[src/rtl/instruction_decode.sv]
// instruction_decode
//   Decode stage of the single-cycle core. Splits the fetched instruction into
//   MIPS-style fields, produces datapath controls and the sign-extended
//   immediate, and holds the general-purpose register file.
// Ports
//   clk, reset             : clock, synchronous active-high reset
//   instruction            : current instruction from fetch
//   wb_en/wb_addr/wb_data  : clocked write-back port
//   rs_data, rt_data       : combinational read ports (with write-back bypass)
//   imm_ext, jump_target   : immediate / jump target fields
//   write_reg, alu_ctrl    : destination index, ALU op
//   reg_write .. jump      : 1-bit datapath controls
//   illegal                : unsupported opcode/funct

// One combinational read port. r0 and reset both read zero; a matching
// write-back in the same cycle is forwarded ahead of the array.
module id_read_port #(
  parameter int DATA_W = 32,
  parameter int NREGS  = 32,
  parameter int AW     = 5
) (
  input  logic [NREGS-1:0][DATA_W-1:0] regs_i,
  input  logic [AW-1:0]                raddr_i,
  input  logic                         reset_i,
  input  logic                         wb_en_i,
  input  logic [AW-1:0]                wb_addr_i,
  input  logic [DATA_W-1:0]            wb_data_i,
  output logic [DATA_W-1:0]            rdata_o
);
  always_comb begin
    rdata_o = regs_i[raddr_i];
    // raddr_i != 0 here, so a match also implies wb_addr_i != 0
    if (reset_i || raddr_i == '0)                  rdata_o = '0;
    else if (wb_en_i && wb_addr_i == raddr_i)      rdata_o = wb_data_i;
  end
endmodule

module instruction_decode #(
  parameter int DATA_W = 32,
  parameter int NREGS  = 32
) (
  input  logic                      clk,
  input  logic                      reset,
  input  logic [31:0]               instruction,
  input  logic                      wb_en,
  input  logic [$clog2(NREGS)-1:0]  wb_addr,
  input  logic [DATA_W-1:0]         wb_data,
  output logic [DATA_W-1:0]         rs_data,
  output logic [DATA_W-1:0]         rt_data,
  output logic [31:0]               imm_ext,
  output logic [27:0]               jump_target,
  output logic [$clog2(NREGS)-1:0]  write_reg,
  output logic [2:0]                alu_ctrl,
  output logic                      reg_write,
  output logic                      mem_read,
  output logic                      mem_write,
  output logic                      mem_to_reg,
  output logic                      alu_src,
  output logic                      branch,
  output logic                      jump,
  output logic                      illegal
);
  localparam int AW = $clog2(NREGS);

  localparam logic [5:0] OP_RTYPE = 6'h00;
  localparam logic [5:0] OP_LW    = 6'h23;
  localparam logic [5:0] OP_SW    = 6'h2B;
  localparam logic [5:0] OP_ADDI  = 6'h08;
  localparam logic [5:0] OP_BEQ   = 6'h04;
  localparam logic [5:0] OP_J     = 6'h02;

  localparam logic [5:0] FN_ADD = 6'h20;
  localparam logic [5:0] FN_SUB = 6'h22;
  localparam logic [5:0] FN_AND = 6'h24;
  localparam logic [5:0] FN_OR  = 6'h25;
  localparam logic [5:0] FN_SLT = 6'h2A;

  localparam logic [2:0] ALU_AND = 3'b000;
  localparam logic [2:0] ALU_OR  = 3'b001;
  localparam logic [2:0] ALU_ADD = 3'b010;
  localparam logic [2:0] ALU_SUB = 3'b110;
  localparam logic [2:0] ALU_SLT = 3'b111;

  // Field split
  logic [5:0]    opcode, funct;
  logic [AW-1:0] rs, rt, rd;
  assign opcode = instruction[31:26];
  assign rs     = instruction[21 +: AW];
  assign rt     = instruction[16 +: AW];
  assign rd     = instruction[11 +: AW];
  assign funct  = instruction[5:0];

  assign imm_ext     = {{16{instruction[15]}}, instruction[15:0]};
  assign jump_target = {instruction[25:0], 2'b00};

  // Register file
  logic [NREGS-1:0][DATA_W-1:0] regs_q, regs_d;

  always_comb begin
    regs_d = regs_q;
    if (wb_en && wb_addr != '0) regs_d[wb_addr] = wb_data;
  end

  // Reset wins over a concurrent write-back on the same edge
  always_ff @(posedge clk) begin
    if (reset) regs_q <= '0;
    else       regs_q <= regs_d;
  end

  logic [1:0][AW-1:0]     raddr;
  logic [1:0][DATA_W-1:0] rdata;
  assign raddr[0] = rs;
  assign raddr[1] = rt;

  genvar p;
  generate
    for (p = 0; p < 2; p++) begin : g_rport
      id_read_port #(.DATA_W(DATA_W), .NREGS(NREGS), .AW(AW)) u_rport (
        .regs_i    (regs_q),
        .raddr_i   (raddr[p]),
        .reset_i   (reset),
        .wb_en_i   (wb_en),
        .wb_addr_i (wb_addr),
        .wb_data_i (wb_data),
        .rdata_o   (rdata[p])
      );
    end
  endgenerate

  assign rs_data = rdata[0];
  assign rt_data = rdata[1];

  // Control decode
  logic          c_rw, c_mr, c_mw, c_m2r, c_as, c_br, c_j, c_ill;
  logic [2:0]    c_alu;
  logic [AW-1:0] c_wr;

  always_comb begin
    c_rw  = 1'b0; c_mr = 1'b0; c_mw = 1'b0; c_m2r = 1'b0;
    c_as  = 1'b0; c_br = 1'b0; c_j  = 1'b0; c_ill = 1'b0;
    c_alu = ALU_ADD;
    c_wr  = '0;
    unique case (opcode)
      OP_RTYPE: begin
        c_rw = 1'b1;
        c_wr = rd;
        unique case (funct)
          FN_ADD:  c_alu = ALU_ADD;
          FN_SUB:  c_alu = ALU_SUB;
          FN_AND:  c_alu = ALU_AND;
          FN_OR:   c_alu = ALU_OR;
          FN_SLT:  c_alu = ALU_SLT;
          default: begin
            // unsupported funct collapses to the illegal default
            c_rw  = 1'b0;
            c_wr  = '0;
            c_ill = 1'b1;
          end
        endcase
      end
      OP_LW: begin
        c_rw = 1'b1; c_mr = 1'b1; c_m2r = 1'b1; c_as = 1'b1;
        c_wr = rt;
      end
      OP_SW:   begin c_mw = 1'b1; c_as = 1'b1; end
      OP_ADDI: begin c_rw = 1'b1; c_as = 1'b1; c_wr = rt; end
      OP_BEQ:  begin c_br = 1'b1; c_alu = ALU_SUB; end
      OP_J:    c_j = 1'b1;
      default: c_ill = 1'b1;
    endcase
  end

  // Reset masks every control output
  always_comb begin
    reg_write  = c_rw  & ~reset;
    mem_read   = c_mr  & ~reset;
    mem_write  = c_mw  & ~reset;
    mem_to_reg = c_m2r & ~reset;
    alu_src    = c_as  & ~reset;
    branch     = c_br  & ~reset;
    jump       = c_j   & ~reset;
    illegal    = c_ill & ~reset;
    write_reg  = reset ? '0 : c_wr;
    alu_ctrl   = reset ? 3'b000 : c_alu;
  end

endmodule

[config.mk]
export PLATFORM = sky130hd
export DESIGN_NAME = instruction_decode
export DESIGN_NICKNAME = d
export VERILOG_FILES = /design/src/rtl/instruction_decode.sv
export SDC_FILE = /design/constraint.sdc
export NUM_CORES = 2
export LEC_CHECK = 0
export ABC_CLOCK_PERIOD_IN_PS = 7100
export CAP_MARGIN = 20
export CORE_MARGIN = 1.5
export CORE_UTILIZATION = 55
export DETAILED_ROUTE_END_ITERATION = 6
export GPL_TIMING_DRIVEN = 0
export PLACE_DENSITY = 0.73
export REMOVE_ABC_BUFFERS = 1
export SLEW_MARGIN = 20
export SYNTH_ARGS = -nofsm -noshare
export SYNTH_HDL_FRONTEND = slang
export SYNTH_HIERARCHICAL = 1
export SYNTH_SLANG_ARGS = --single-unit
[constraint.sdc]
create_clock -name clk -period 7.1 [get_ports clk]
set_input_delay 1.775 -clock clk [delete_from_list [all_inputs] [get_ports clk]]
set_output_delay 1.775 -clock clk [all_outputs]
set_load 0.01 [all_outputs]
### After elaboration in Yosys (flattened, before gate mapping)

Index checks and enable logic that the tools add are counted.
W data, S select, Z words.

| storage, ports and cells | value |
|---|---|
| register bits after elaboration | 1024 |
| input bits | 72 |
| output and inout bits | 140 |
| logic and storage cells | 96 |

| cells by class | value |
|---|---|
| magnitude comparators | 4 |
| equal/unequal tests | 12 |
| muxes and demuxes | 26 |
| bitwise operators | 8 |
| reduce and logical (&&, ||, !) cells | 14 |

Operators with widths:

| cell | count |
|---|---|
| $bwmux W1024 | 1 |
| $bmux W32 S5 | 2 |
| $mux W32 | 7 |
| $demux W32 S5 | 1 |
| $eq A6 B6 Y1 const B | 7 |
| $lt A5 B6 Y1 const B | 3 |
| $pmux W3 S4 | 1 |
| $eq A5 B5 Y1 | 2 |
| $logic_not A5 Y1 | 2 |
| $mux W5 | 2 |
| $pmux W5 S2 | 1 |
| $reduce_or A5 Y1 | 2 |
| $and A1 B1 Y1 | 7 |
| $mux W1 | 7 |
| $eq A6 B2 Y1 const B | 1 |
| $eq A6 B3 Y1 const B | 1 |
| $eq A6 B4 Y1 const B | 1 |
| $logic_not A6 Y1 | 1 |
| $pmux W3 S2 | 1 |
| $ge A5 B1 Y1 const B | 1 |
| $reduce_bool A5 Y1 | 1 |
| $logic_and A1 B1 Y1 | 4 |
| $pmux W1 S2 | 2 |
| $mux W3 | 1 |
| other kinds (4) | 5 |

### Logic depth before layout (Yosys ltp)

| logic depth | value |
|---|---|
| word-level depth | 5 |
| gate-level depth with buffers | 9 |
| mapped depth without buffers | 5 |

### Hierarchy

Netlist, hierarchy kept.

Modules (own cells, without submodules):

| module | instances | cells an instance | area each (um2) | seq. area each (um2) |
|---|---|---|---|---|
| instruction_decode | 1 | 4644 | 36127.1 | 20499.7 |
| id_read_port | 2 | 807 | 8695.8 | 0.0 |

### Least setup slack after synthesis

Ideal clock, no wire load.

| path | value |
|---|---|
| path kind | in2out |
| start point | input instruction[22] |
| end point | output rs_data[15] |
| data arrival time | 3.415 ns |
| required time | 5.325 ns |
| setup slack | 1.910 ns |
| cell stages on the path | 7 |
| buffers on the path | 3 |
| cell sequence | buf_2 buf_2 buf_1 mux4_2 a22oi_1 o21ai_1 a221o_1 |

| between the ends | value |
|---|---|
| cells in the longest elaborated chain, start to end | 4 |
| elaborated cells on any way between the ends | 8 |
| classes of those cells | eq/ne (1); mux (4); reduce/logical (3) |

RTL lines:

| element | RTL line | RTL |
|---|---|---|
| start: declaration | 44 | `input logic [31:0] instruction,` |
| $bmux W32 S5 / $eq A5 B5 Y1 (equally long branches) | 31, 34 |  |
| $mux W32 (implied by the code) / $logic_and A1 B1 Y1 (equally long branches) | 31, 34 |  |
| $mux W32 | 34 | `else if (wb_en_i && wb_addr_i == raddr_i) rdata_o = wb_data_i;` |
| $mux W32 (*) | 33 | `if (reset_i \|\| raddr_i == '0) rdata_o = '0;` |
| end: declaration | 48 | `output logic [DATA_W-1:0] rs_data,` |

Every way passes the cells marked *; elsewhere a longest branch is shown, timed or not. The select of a mux whose other input is x is not followed.

### Worst setup path after layout

| path | value |
|---|---|
| start point | input instruction[18] |
| end point | output rt_data[1] |

| between the ends | value |
|---|---|
| cells in the longest elaborated chain, start to end | 4 |
| elaborated cells on any way between the ends | 8 |
| classes of those cells | eq/ne (1); mux (4); reduce/logical (3) |

RTL lines:

| element | RTL line | RTL |
|---|---|---|
| $bmux W32 S5 / $eq A5 B5 Y1 (equally long branches) | 31, 34 |  |
| $mux W32 (implied by the code) / $logic_and A1 B1 Y1 (equally long branches) | 31, 34 |  |
| $mux W32 | 34 |  |
| $mux W32 (*) | 33 |  |
| end: declaration | 49 | `output logic [DATA_W-1:0] rt_data,` |

Marks and branches as above.

==> reports/metrics.yaml <==
die-area_sq_um: 99200
grt_first_pass_wirelength_um: 301000
synth-seq-area-share_pct: 38.3
clk_pin_slew_worst_paths_ns: 0.06
period_share_pct: 101
post-route-min-period_ns: 7.21
finalPower_mw: 13.2
finalSetupTns_ns: -0.275
clockBufferDepth: 3
clockRootBuffer: "clkbuf_16"
core_area_sq_um: 96600
antenna_left: 0
die_w_um: 315
hpwlAfterDp_um: 122000
fin_skew_ns: 0
drive_above_1_share_pct: 15.0
vdd_drop_max_mv: 0.220
grt_max_degree: 128
synth_edf_count: 0
top_regs: "regs_q: 1024 flops"
clk_latency_ns: 0.70
status: "finished, violations left"
wl_per_cell_um: 28.0
largest_reg_flops: 1024
synth.area.top_cells: "dfxtp_1 (38%), nand2_1 (14%), mux4_2 (14%), a21oi_1 (9.9%), mux2i_1 (4.8%)"
synth.cell_area_sq_um: 53500
die_y_um: 315
rsz0062_at_grt: "yes"
holdPathEnd: "regs_q[435]"
grt-ovfl-total: 0
io_buffers: 194
netlist.area_leader.share_pct: 38.3
crit_required_ns: 5.33
report.final.slew_viol_count: 0
power_density_nw_per_um2: 216
drc: 23
utilization_pct: 63.2
vias: 51126
fill_cells: 7640
cts_sinks: 1024
reg2reg_depth: 2
ctsHoldBuffers: 0
io_pins: 212
setup_viol: 8
start_util_pct: 55.4
crit_type: "in2out"
worst_slack_ns: -0.106
failed_checks: "DRC, setup timing"
synthTopCellsByCount: "nand2_1 (2018), a21oi_1 (1057), dfxtp_1 (1024)"
cp_max_fo: 41
ys_types: 53
end_kind: "output pin"
hp-class: "reg2reg"
hold_path_startpoint: "regs_q[435]"
slew_headroom_pct: 31.8
first_iter_violations: 8522
timing.fmax_mhz: 139
hold_viol: 0
viasPerCell: 6.93
power.leakage_nw: 20.2
worstMarginPinSlew_ns: 1.02
grt_pass1_vias: 49356
r2r_setup_slack_ns: 5.85
cap_violations: 0
layout.nets: 6079
holdPathStages: 2
async_reset_ff_share_pct: 0
fp-row-count: 114
syn2layout_area_growth_pct: 14.0
r2r-end: "regs_q[854]"
htreeDepth: 3
syn_inst: 6258
cts_made_buffers: 105
yosys_warnings: 6
synth_ff_type: "dfxtp_1"
yosysTopAreaCell: "dfxtp_1"
drt-total-wl_um: 206000
synth-seq-cells: 1024
antenna_found_initial: 12
gp_congestion: 0.876
r2r-start: "regs_q[854]"
dr.pass1.iters: 7
syn_area_per_cell_sq_um: 8.55
startpoint: "instruction[18]"
registers.top_by_ff_count: "regs_q"
start_kind: "primary input"
crit_arrival_ns: 5.43
synth.most_common_cell: "nand2_1"
cts_tree: "built"
grt_use_total_pct: 40.1
layout by cell type (no fill, tap or decap), types with 18 or more instances in the layout:
cell             count
mux2i_1            255
clkbuf_1            18
a221oi_1           124
mux2_2             124
clkinv_2            19
buf_12              38
o21ai_1             60
a21oi_1           1054
clkbuf_16          116
buf_4               18
nor2_4              20
buf_2               32
o21bai_1            62
a221o_1             61
clkbuf_8            28
nand2_1           1991
o221ai_1            62
nand2_2             26
nor2_1              81
clkdlybuf4s50_1    148
mux4_2             324
a22oi_1            132
buf_16              80
nor2b_1             36
dfxtp_1           1024
what timing repair did:
item / CTS / global route
setup buffers: 0 / 0
cloned: 3 / 5
gates resized for setup: 3 / 12
setup endpoints to repair: 20 / 24
final cells by class:
| class | count | area [sq um] | area share [%] |
|---|---|---|---|
| Inverter | 6 | 32.5 | 0.0533 |
| Sequential cell | 1024 | 20500 | 33.6 |
| Tap cell | 1276 | 1600 | 2.62 |
| Antenna cell | 9 | 22.5 | 0.0369 |
| Timing Repair Buffer | 346 | 5260 | 8.61 |
| Multi-Input combinational cell | 4524 | 29900 | 49.0 |
| Clock inverter | 36 | 473 | 0.775 |
| Clock buffer | 157 | 3230 | 5.29 |
cells by family after synthesis:
kind of cell              share of synthesized area [%]
other                                           0.00701
DFF                                                38.3
muxes                                              21.0
and+or+nand+nor                                    16.4
AOI/OAI and AO/OA                                  17.7
buffers and inverters                              6.49
xor gates and xnor gates                          0.164
stage by stage:
stage / worst slack [ns] / cells / hold WS, ns / cell area [sq um]
2_1_floorplan: 0.454 / 5554 / 0.436 / 50100
3_3_place_gp: -29.10 / 7024 / 0.448 / 53600
3_5_place_dp: -0.321 / 7168 / 0.456 / 57000
4_1_cts: 0.00419 / 7364 / 0.464 / 60800
5_1_grt: -0.0194 / 7369 / 0.481 / 61000
6_report: -0.106 / 7378 / 0.464 / 61000
power by group:
group	switching, mW	internal (mW)	total (mW)
Sequential	0.0303	5.79	5.82
Clock	2.45	3.53	5.98
Combinational	0.900	0.466	1.37
Total	3.38	9.78	13.2
worst max-delay path by stage:
| stage | slack (ns) | end | depth (start not counted) |
|---|---|---|---|
| after floorplan | 0.45 | rs_data[0] | 5 |
| final | -0.11 | rt_data[1] | 12 |
| after global placement | -29.10 | rs_data[20] | 6 |
| after global routing | -0.02 | rt_data[1] | 10 |
| after detailed placement | -0.32 | rt_data[1] | 12 |
| after CTS | 0.004 | rt_data[1] | 11 |
critical path: stages:
cell	delay (ns)
buf_8	0.31
buf_16	0.30
nor2_4	0.15
buf_16	0.22
buf_16	0.18
a21o_1	0.24
nor3_2	0.38
buf_4	0.34
buf_4	0.24
buf_4	0.27
a221o_2	0.30
clkdlybuf4s50_1	0.57
per-layer routing:
layer  share of wire, %  track usage (%)  vias to the layer above
met5              0.020            0.242                        -
met4                7.3             25.4                        6
met3                 16             15.7                     1209
met2                 42             58.9                     4125
met1                 34             49.1                    24296
li1                   -                -                    21490
Power figures use the tool's default switching activity.
